--- src/rtl/kbd_pkg.sv ---
// Shared types and constants for the PS/2 keyboard controller.
package kbd_pkg;

    typedef enum logic [2:0] {
        ST_IDLE,
        ST_DATA,
        ST_PARITY,
        ST_STOP,
        ST_DECODE
    } kbd_state_e;

    localparam logic [7:0]  KBD_EXT_PREFIX = 8'hE0;
    localparam logic [7:0]  KBD_BRK_PREFIX = 8'hF0;
    localparam int unsigned KBD_ENTRY_W    = 10;

endpackage

--- src/rtl/kbd_fifo.sv ---
// First-word-fall-through FIFO for scan events; head reads as zero when empty.
module kbd_fifo #(
    parameter int unsigned DEPTH = 4,
    parameter int unsigned WIDTH = 10
) (
    input  logic             clk,
    input  logic             rst_n,
    input  logic             push_i,
    input  logic             pop_i,
    input  logic [WIDTH-1:0] din_i,
    output logic [WIDTH-1:0] dout_o,
    output logic             full_o,
    output logic             empty_o
);

    localparam int unsigned AW = $clog2(DEPTH);

    logic [WIDTH-1:0] mem_q [DEPTH];
    logic [AW:0]      wr_q, rd_q;
    logic             do_pop, do_push;

    assign empty_o = (wr_q == rd_q);
    assign full_o  = (wr_q[AW] != rd_q[AW]) && (wr_q[AW-1:0] == rd_q[AW-1:0]);
    assign do_pop  = pop_i && !empty_o;
    // A pop in the same cycle frees the slot, so a push while full still lands.
    assign do_push = push_i && (!full_o || do_pop);
    assign dout_o  = empty_o ? '0 : mem_q[rd_q[AW-1:0]];

    always_ff @(posedge clk) begin
        if (do_push) begin
            mem_q[wr_q[AW-1:0]] <= din_i;
        end
    end

    always_ff @(posedge clk or negedge rst_n) begin
        if (!rst_n) begin
            wr_q <= '0;
            rd_q <= '0;
        end else begin
            if (do_push) wr_q <= wr_q + (AW+1)'(1);
            if (do_pop)  rd_q <= rd_q + (AW+1)'(1);
        end
    end

endmodule

--- src/rtl/ps2_kbd_ctrl.sv ---
// PS/2 keyboard receiver: synchronizer, frame FSM, E0/F0 prefix decode, event FIFO.
// Define KBD_TIMEOUT_EN to abort frames whose PS/2 clock stalls for TIMEOUT_CYC cycles.
module ps2_kbd_ctrl
    import kbd_pkg::*;
#(
    parameter int unsigned FIFO_DEPTH  = 4,
    parameter int unsigned TIMEOUT_CYC = 20000
) (
    input  logic       clk,
    input  logic       rst_n,
    input  logic       ps2_clk,
    input  logic       ps2_data,
    input  logic       rd_en,
    input  logic       clr_err,
    output logic [7:0] key_code,
    output logic       key_break,
    output logic       key_ext,
    output logic       key_valid,
    output logic       overflow,
    output logic       frame_err
);

    if (FIFO_DEPTH < 2 || FIFO_DEPTH > 16 || TIMEOUT_CYC == 0) begin : g_bad_cfg
        $error("ps2_kbd_ctrl: unsupported FIFO_DEPTH or TIMEOUT_CYC");
    end

    logic       clk_s1_q, clk_s2_q, clk_s3_q;
    logic       dat_s1_q, dat_s2_q;
    logic       fall, dat;

    kbd_state_e state_q;
    logic [7:0] shift_q;
    logic [2:0] bitcnt_q;
    logic       parity_q;
    logic       ext_pend_q, brk_pend_q;
    logic       frame_err_q, overflow_q;

    logic                   push, fifo_full, fifo_empty;
    logic [KBD_ENTRY_W-1:0] fifo_din, fifo_dout;

    always_ff @(posedge clk or negedge rst_n) begin
        if (!rst_n) begin
            clk_s1_q <= 1'b1;
            clk_s2_q <= 1'b1;
            clk_s3_q <= 1'b1;
            dat_s1_q <= 1'b1;
            dat_s2_q <= 1'b1;
        end else begin
            clk_s1_q <= ps2_clk;
            clk_s2_q <= clk_s1_q;
            clk_s3_q <= clk_s2_q;
            dat_s1_q <= ps2_data;
            dat_s2_q <= dat_s1_q;
        end
    end

    assign fall = clk_s3_q && !clk_s2_q;
    assign dat  = dat_s2_q;

`ifdef KBD_TIMEOUT_EN
    localparam int unsigned TO_W = $clog2(TIMEOUT_CYC + 1);
    logic [TO_W-1:0] to_cnt_q;
`endif

    always_ff @(posedge clk or negedge rst_n) begin
        if (!rst_n) begin
            state_q     <= ST_IDLE;
            shift_q     <= '0;
            bitcnt_q    <= '0;
            parity_q    <= 1'b0;
            ext_pend_q  <= 1'b0;
            brk_pend_q  <= 1'b0;
            frame_err_q <= 1'b0;
`ifdef KBD_TIMEOUT_EN
            to_cnt_q    <= '0;
`endif
        end else begin
            // Clear first so an error raised below in the same cycle takes priority.
            if (clr_err) frame_err_q <= 1'b0;
            case (state_q)
                ST_IDLE: begin
                    if (fall && !dat) begin
                        state_q  <= ST_DATA;
                        bitcnt_q <= '0;
                    end
                end
                ST_DATA: begin
                    if (fall) begin
                        shift_q  <= {dat, shift_q[7:1]};
                        bitcnt_q <= bitcnt_q + 3'd1;
                        if (bitcnt_q == 3'd7) state_q <= ST_PARITY;
                    end
                end
                ST_PARITY: begin
                    if (fall) begin
                        parity_q <= dat;
                        state_q  <= ST_STOP;
                    end
                end
                ST_STOP: begin
                    if (fall) begin
                        if (dat && (^{shift_q, parity_q})) begin
                            state_q <= ST_DECODE;
                        end else begin
                            frame_err_q <= 1'b1;
                            state_q     <= ST_IDLE;
                        end
                    end
                end
                ST_DECODE: begin
                    if (shift_q == KBD_EXT_PREFIX) begin
                        ext_pend_q <= 1'b1;
                    end else if (shift_q == KBD_BRK_PREFIX) begin
                        brk_pend_q <= 1'b1;
                    end else begin
                        ext_pend_q <= 1'b0;
                        brk_pend_q <= 1'b0;
                    end
                    state_q <= ST_IDLE;
                end
                default: state_q <= ST_IDLE;
            endcase
`ifdef KBD_TIMEOUT_EN
            // Only fires on non-fall cycles, so it never collides with a case move.
            if (state_q inside {ST_DATA, ST_PARITY, ST_STOP}) begin
                if (fall) begin
                    to_cnt_q <= '0;
                end else if (to_cnt_q == TO_W'(TIMEOUT_CYC - 1)) begin
                    to_cnt_q    <= '0;
                    frame_err_q <= 1'b1;
                    state_q     <= ST_IDLE;
                end else begin
                    to_cnt_q <= to_cnt_q + TO_W'(1);
                end
            end else begin
                to_cnt_q <= '0;
            end
`endif
        end
    end

    assign push = (state_q == ST_DECODE) &&
                  (shift_q != KBD_EXT_PREFIX) && (shift_q != KBD_BRK_PREFIX);
    assign fifo_din = {ext_pend_q, brk_pend_q, shift_q};

    always_ff @(posedge clk or negedge rst_n) begin
        if (!rst_n) begin
            overflow_q <= 1'b0;
        end else begin
            if (clr_err) overflow_q <= 1'b0;
            if (push && fifo_full && !rd_en) overflow_q <= 1'b1;
        end
    end

    kbd_fifo #(
        .DEPTH (FIFO_DEPTH),
        .WIDTH (KBD_ENTRY_W)
    ) u_fifo (
        .clk     (clk),
        .rst_n   (rst_n),
        .push_i  (push),
        .pop_i   (rd_en),
        .din_i   (fifo_din),
        .dout_o  (fifo_dout),
        .full_o  (fifo_full),
        .empty_o (fifo_empty)
    );

    assign key_code  = fifo_dout[7:0];
    assign key_break = fifo_dout[8];
    assign key_ext   = fifo_dout[9];
    assign key_valid = !fifo_empty;
    assign overflow  = overflow_q;
    assign frame_err = frame_err_q;

endmodule

--- config.mk ---
export PLATFORM = sky130hd
export DESIGN_NAME = ps2_kbd_ctrl
export DESIGN_NICKNAME = d
export VERILOG_FILES = /design/src/rtl/kbd_pkg.sv /design/src/rtl/kbd_fifo.sv /design/src/rtl/ps2_kbd_ctrl.sv
export SDC_FILE = /design/constraint.sdc
export NUM_CORES = 1
export LEC_CHECK = 0
export ABC_CLOCK_PERIOD_IN_PS = 2500
export CAP_MARGIN = 0
export CORE_MARGIN = 1.5
export CORE_UTILIZATION = 30
export CTS_CLUSTER_DIAMETER = 60
export DETAILED_ROUTE_END_ITERATION = 12
export HOLD_SLACK_MARGIN = 0.12
export SYNTH_ARGS = -nofsm -noshare
export SYNTH_HDL_FRONTEND = slang
export SYNTH_HIERARCHICAL = 1
export SYNTH_SLANG_ARGS = --single-unit
--- constraint.sdc ---
create_clock -name clk -period 2.5 [get_ports clk]
set_input_delay 0.5 -clock clk [delete_from_list [all_inputs] [get_ports clk]]
set_output_delay 0.5 -clock clk [all_outputs]
set_load 0.05 [all_outputs]
==> results of run 1 <==
## sequential cells by signal, indices dropped and copies added, names as in the netlist, 3 cells and up
name and flops:
u_fifo/rd_q 3, shift_q 8, bitcnt_q 3, u_fifo/mem_q 40, state_q 3, u_fifo/wr_q 3
## critical path: stages (launching register included)
cell and delay [ns]:
sky130_fd_sc_hd__dfrtp_2 0.44, sky130_fd_sc_hd__buf_6 0.21, sky130_fd_sc_hd__mux4_2 0.53, sky130_fd_sc_hd__nor2b_1 0.15, sky130_fd_sc_hd__buf_4 0.18
## kinds of logic after synthesis
family / after synthesis
and+or+nand+nor: 42
buffers and inverters: 13
muxes: 21
xor gates and xnor gates: 15
adders and majority gates: 7
DFF: 70
AOI/OAI and AO/OA: 15
## where the power goes
part	internal (uW)	switching, uW
logic	687	901
registers	1430	204
clock network	575	444
total	2690	1550
## what timing repair did
item | 4_1_cts | 5_1_grt
setup endpoints to repair | 3 | 8
resized for setup | 1 | 1
hold endpoints to repair | 0 | 0
## layout by cell type, fill, tap and decap left out, types with 3 or more instances in the layout
| cell type | instances |
|---|---|
| sky130_fd_sc_hd__a21oi_1 | 3 |
| sky130_fd_sc_hd__and3_1 | 4 |
| sky130_fd_sc_hd__buf_4 | 16 |
| sky130_fd_sc_hd__clkbuf_8 | 9 |
| sky130_fd_sc_hd__clkdlybuf4s50_1 | 7 |
| sky130_fd_sc_hd__dfrtp_1 | 24 |
| sky130_fd_sc_hd__dfstp_2 | 5 |
| sky130_fd_sc_hd__edfxtp_1 | 40 |
| sky130_fd_sc_hd__ha_1 | 7 |
| sky130_fd_sc_hd__inv_1 | 9 |
| sky130_fd_sc_hd__inv_6 | 3 |
| sky130_fd_sc_hd__mux2_1 | 7 |
| sky130_fd_sc_hd__mux2_2 | 4 |
| sky130_fd_sc_hd__mux4_2 | 10 |
| sky130_fd_sc_hd__nand2_1 | 3 |
| sky130_fd_sc_hd__nand2b_1 | 3 |
| sky130_fd_sc_hd__nor2_1 | 5 |
| sky130_fd_sc_hd__nor2b_1 | 11 |
| sky130_fd_sc_hd__nor3_1 | 3 |
| sky130_fd_sc_hd__xnor2_1 | 9 |
| sky130_fd_sc_hd__xor2_1 | 3 |
## routing by layer
metal	wire length (um)	global-route usage (%)
met5	0	0
met4	40	4.37
met3	223	4.47
met2	2450	16.9
met1	2280	14.0
## worst min path at each step
stage	from	end	depth (start not counted)	slack (ns)
after floorplan	rst_n	bitcnt_q[0]	0	0.20
after detailed placement	clk_s1_q	clk_s2_q	0	0.35
final	clk_s1_q	clk_s2_q	0	0.36
after global placement	dat_s1_q	dat	0	0.35
after global routing	clk_s1_q	clk_s2_q	0	0.36
after CTS	clk_s1_q	clk_s2_q	0	0.36
## per-stage QoR
step / hold slack [ns] / total power [uW] / instance area [um2] / setup slack (ns) / std cells
2_1_floorplan: 0.204 / 2820 / 3000 / 0.273 / 183
3_3_place_gp: 0.345 / 3230 / 3340 / 0.332 / 336
3_5_place_dp: 0.349 / 3260 / 3340 / 0.292 / 336
4_1_cts: 0.360 / 4300 / 3570 / 0.0511 / 352
5_1_grt: 0.361 / 4480 / 3570 / 0.00159 / 352
6_report: 0.358 / 4240 / 3570 / 0.151 / 352
## synthesized netlist by cell type
cell	n	area (um2)
sky130_fd_sc_hd__edfxtp_1	40	1200
sky130_fd_sc_hd__dfrtp_1	25	626
sky130_fd_sc_hd__nor2b_1	11	68.8
sky130_fd_sc_hd__mux4_2	10	225
sky130_fd_sc_hd__inv_1	9	33.8
sky130_fd_sc_hd__xnor2_1	9	78.8
sky130_fd_sc_hd__ha_1	7	87.6
sky130_fd_sc_hd__mux2_1	7	78.8
sky130_fd_sc_hd__dfstp_2	5	131
sky130_fd_sc_hd__nor2_1	5	18.8
sky130_fd_sc_hd__and3_1	4	25.0
sky130_fd_sc_hd__mux2_2	4	45.0
sky130_fd_sc_hd__a21oi_1	3	15.0
sky130_fd_sc_hd__nand2_1	3	11.3
sky130_fd_sc_hd__nand2b_1	3	18.8
sky130_fd_sc_hd__nor3_1	3	15.0
sky130_fd_sc_hd__xor2_1	3	26.3
sky130_fd_sc_hd__a22o_1	2	17.5
sky130_fd_sc_hd__and2_1	2	12.5
sky130_fd_sc_hd__clkbuf_1	2	7.51
sky130_fd_sc_hd__nand3b_1	2	15.0
sky130_fd_sc_hd__nor4_1	2	12.5
sky130_fd_sc_hd__o32ai_1	2	17.5
sky130_fd_sc_hd__o41ai_2	2	32.5
sky130_fd_sc_hd__or3_1	2	12.5
sky130_fd_sc_hd__xor2_2	2	32.5
sky130_fd_sc_hd__a211o_1	1	8.76
sky130_fd_sc_hd__buf_2	1	5.00
sky130_fd_sc_hd__buf_4	1	7.51
sky130_fd_sc_hd__nand4b_1	1	8.76
sky130_fd_sc_hd__nor3_4	1	16.3
sky130_fd_sc_hd__nor4b_1	1	8.76
sky130_fd_sc_hd__o21a_1	1	7.51
sky130_fd_sc_hd__o21ai_0	1	5.00
sky130_fd_sc_hd__o21ai_1	1	5.00
sky130_fd_sc_hd__o311ai_1	1	8.76
sky130_fd_sc_hd__o31ai_1	1	7.51
sky130_fd_sc_hd__or4_1	1	7.51
sky130_fd_sc_hd__or4_4	1	11.3
sky130_fd_sc_hd__xnor3_1	1	22.5
## cell type report
type | instances | area, um2
clock buffer | 9 | 124
clock inverter | 7 | 104
fill | 953 | 6160
inverter | 9 | 33.8
multi-input combinational | 100 | 985
sequential | 70 | 1960
tap | 133 | 166
timing repair buffer | 24 | 201
==> impl_metrics.toml, run 1 <==
[status]
status = "finished clean"

[detailed_routing]
drtAntennaViolNets = 0
viasPerCell = 4.45
wire_per_inst_um = 14.2
vias = 1568
first_pass_drt_iterations = 4
final_wirelength_um = 4990
first_iter_violations = 78
post_route_drc = 0

[sta]
setup_viol = 0
clock.fmax_mhz = 426
finalSetupTns_ns = 0
slew_margin_rel_pct = 66.2
setup_repair_after_global_routing_missed_its_margin = "no"
slew_violations = 0
finalClockSkew_ns = 0.00644
worstMarginPinSlew_ns = 0.507
final.period_utilization_pct = 94.0
final-hold-violation-count = 0
finalWorstPathRequiredPeriod_ns = 2.35

[grt]
grt.overflow.total = 0
first_global_vias = 1582
global_route_wire_length_before_repair_um = 8450
grt_start_max_net_pins = 31
grt_antenna_before_repair = 0
grt_usage_pct = 11.0

[floorplan]
placeableCoreArea_um2 = 9730
die_width_um = 103
die_area_um2 = 10600
die_h_um = 103
placementRows = 36
boundaryPins = 19
floorplan.initialDensity_pct = 30.8

[setup_path]
crit_path_start = "u_fifo/rd_q[0]"
critPathMaxFanout = 10
rr_startpoint = "shift_q[3]"
setup.worst_path.end_class = "output pin"
worstPathArrival_ns = 1.85
cp-start-kind = "flop"
timing.reg2reg.setup_slack_ns = 0.42
r2r_cells = 7
reg_to_reg_end = "u_fifo/mem_q[3][5]"
crit_end = "key_break"
worst_ep_required_time_ns = 2.00
path_class = "flop to output pin"

[yosys]
synthesis.area_um2 = 3000
seq_area_frac_synth_pct = 65.3
post_synth_and_or_nand_nor_area_fraction_pct = 8.77
yosys.area_share.adder_pct = 2.92
muxShareOfSynthArea_pct = 11.6
synth_cells = 183
yosys_warnings = 6
complex_gate_fraction_of_the_synthesized_area_pct = 4.18
syn_avg_cell_area_um2 = 16.4
postSynthNetCount = 196
yosysUniqueCellTypes = 40
synthXorXnorAreaFrac_pct = 5.34
main_combinational_cell_family_by_area_after_synthesis = "multiplexers"
synthesis_stage_register_bit_count = 70

[placement]
place.port_buffers = 18
gp_congestion = 0.735
dp_hpwl_um = 3400

[flow_run]
maxCapViolCount = 0

[clocking]
insertion_delay_of_the_later_clocked_pin_in_the_worst_skew_pair_ns = 0.34
cts_root_buffer = "sky130_fd_sc_hd__clkbuf_8"
postCtsSetupRepairBufs = 0
cts_max_level = 3
cts-buffers-inserted = 9
numClockSinks = 70
post_cts_hold_buffer_count = 0
clock_path_buffers = 2
clock_tree_from_tritoncts = "yes"
clk_transition_reported_paths_ns = 0.08

[min_path]
min-delay-path-class = "flop to flop"

[final_layout]
layout.core_utilization_pct = 36.7
antenna-diode-count = 0
drive_gt1_share_pct = 26.9
area.growth.synth_to_final_pct = 19.2
final_net_count = 227

[power_and_ir_drop]
cellLeakagePower_uw = 0.00136
vdd.ir_drop.worst_mv = 0.446
power.density_cell_area_nw_per_um2 = 1190
Note: power is estimated with default switching activity, not from simulation.
==> run 2: changes to the inputs <==
CELL_PAD_IN_SITES_DETAIL_PLACEMENT = 1   (was default)
CELL_PAD_IN_SITES_GLOBAL_PLACEMENT = 1   (was default)
PLACE_DENSITY_LB_ADDON = 0.1   (was default)
==> impl_metrics.toml, run 2 (synthesized netlist as in run 1, its figures left out) <==
[floorplan]
placeableCoreArea_um2 = 9730
die_area_um2 = 10600
die_width_um = 103
die_h_um = 103
placementRows = 36
boundaryPins = 19
floorplan.initialDensity_pct = 30.8

[detailed_routing]
wl_met2_um = 2960
final_wirelength_um = 5790
viasPerCell = 4.57
post_route_drc = 0
routedLengthMet1_um = 2620
met3WireLength_um = 152
first_iter_violations = 42
maxUsedRoutingLayer = "met4"
wire_per_inst_um = 16.4
drtAntennaViolNets = 0
first_pass_drt_iterations = 4
vias = 1607

[sta]
slew_violations = 0
finalClockSkew_ns = 0.00862
finalSetupTns_ns = 0
setup_repair_after_global_routing_missed_its_margin = "no"
finalWorstPathRequiredPeriod_ns = 2.36
slew_margin_rel_pct = 64.2
final-hold-violation-count = 0
clock.fmax_mhz = 423
final.period_utilization_pct = 94.6
worstMarginPinSlew_ns = 0.537
setup_viol = 0

[status]
status = "finished clean"

[power_and_ir_drop]
cellLeakagePower_uw = 0.00135
power.density_cell_area_nw_per_um2 = 1190
design_power_total_uw = 4250
vdd.ir_drop.worst_mv = 0.475

[final_layout]
area.sequential_um2 = 1960
antenna-diode-count = 0
multi_input_area_um2 = 985
drive_gt1_share_pct = 26.0
final_common_cell = "sky130_fd_sc_hd__edfxtp_1"
largest_register_ff_count = 40
final_cell_mix = "sky130_fd_sc_hd__edfxtp_1 (40), sky130_fd_sc_hd__dfrtp_1 (25), sky130_fd_sc_hd__buf_4 (16)"
final_net_count = 227
fillerInstances = 1023
area.growth.synth_to_final_pct = 19.0

[setup_path]
critical_path_depth = 4
r2r_cells = 7
path_class = "flop to output pin"
worstPathBufferInverterCount = 2
critPathMaxFanout = 12
cp_max_stage_cell = "sky130_fd_sc_hd__mux4_2"
setup.worst_path.end_class = "output pin"
series_of_cell_instances_along_the_critical_path = "buf_6 > mux4_2 > nor2b_1 > buf_4"
critical-path-max-stage-delay_ns = 0.54
worst_ep_required_time_ns = 2.00
cp-start-kind = "flop"
cpLargestDelayFamily = "multiplexers"
worstPathArrival_ns = 1.86

[grt]
global_route_wire_length_before_repair_um = 9500
grt.overflow.total = 0
grt_usage_pct = 12.3
grt_start_max_net_pins = 31
grt_antenna_before_repair = 0
first_global_vias = 1776

[min_path]
worstHoldPathCells = 0
min-delay-path-class = "flop to flop"

[clocking]
cts_root_buffer = "sky130_fd_sc_hd__clkbuf_8"
cts-buffers-inserted = 9
numClockSinks = 70
clk_transition_reported_paths_ns = 0.07
post_cts_hold_buffer_count = 0
insertion_delay_of_the_later_clocked_pin_in_the_worst_skew_pair_ns = 0.33
cts_max_level = 3
clock_path_buffers = 2
clock_tree_from_tritoncts = "yes"

[placement]
place.port_buffers = 18
dp_hpwl_um = 4070
gp_congestion = 0.802

[flow_run]
maxCapViolCount = 0
[run 2: cell types whose count changed in the layout (fill, tap and decap cells not counted), sizes merged]
cell,delta
clkinvlp,+1
clkinv,+1
inv,-2
[run 2: final cells by class]
cell class,instances,area share (%)
Sequential cell,70,54.9
Clock buffer,9,3.47
Tap cell,133,4.67
Clock inverter,7,2.74
Multi-Input combinational cell,100,27.6
Inverter,9,0.947
Timing Repair Buffer,24,5.65
[run 2: path summary, 6_finish.rpt]
path | startpoint | to | slack, ns
worst min register to register | dat_s1_q | dat | 0.36
worst max-delay path | u_fifo/rd_q[0] | key_code[6] | 0.14
min in group asynchronous | rst_n | bitcnt_q[1] | 0.55
worst min-delay path | dat_s1_q | dat | 0.36
max in group asynchronous | rst_n | clk_s1_q | 1.62
worst max register to register | shift_q[3] | u_fifo/mem_q[3][0] | 0.45
[run 2: where the power goes]
group | internal, uW | switching, uW
sequential | 1430 | 210
clock | 565 | 432
combinational | 686 | 927
total | 2680 | 1570
[run 2: metal layers]
layer / track usage (%) / vias up
met2: 21.2 / 29
met5: 0 / -
met1: 15.1 / 827
met3: 2.44 / 4
met4: 5.30 / 0
li1: - / 747
[run 2: timing repair]
item	CTS	global route
buffers inserted	0	0
resized for setup	0	1
endpoints found under the setup margin	0	10
[run 2: through the flow]
stage          instances  worst slack (ns)  hold WS (ns)  util (%)  cell area, um2
2_1_floorplan        183             0.273         0.204         -            3000
3_3_place_gp         336             0.302         0.348      34.3            3340
3_5_place_dp         336             0.289         0.351      34.3            3340
4_1_cts              352            0.0263         0.362      36.6            3560
5_1_grt              352            0.0172         0.364      36.7            3570
6_report             352             0.135         0.359      36.7            3570
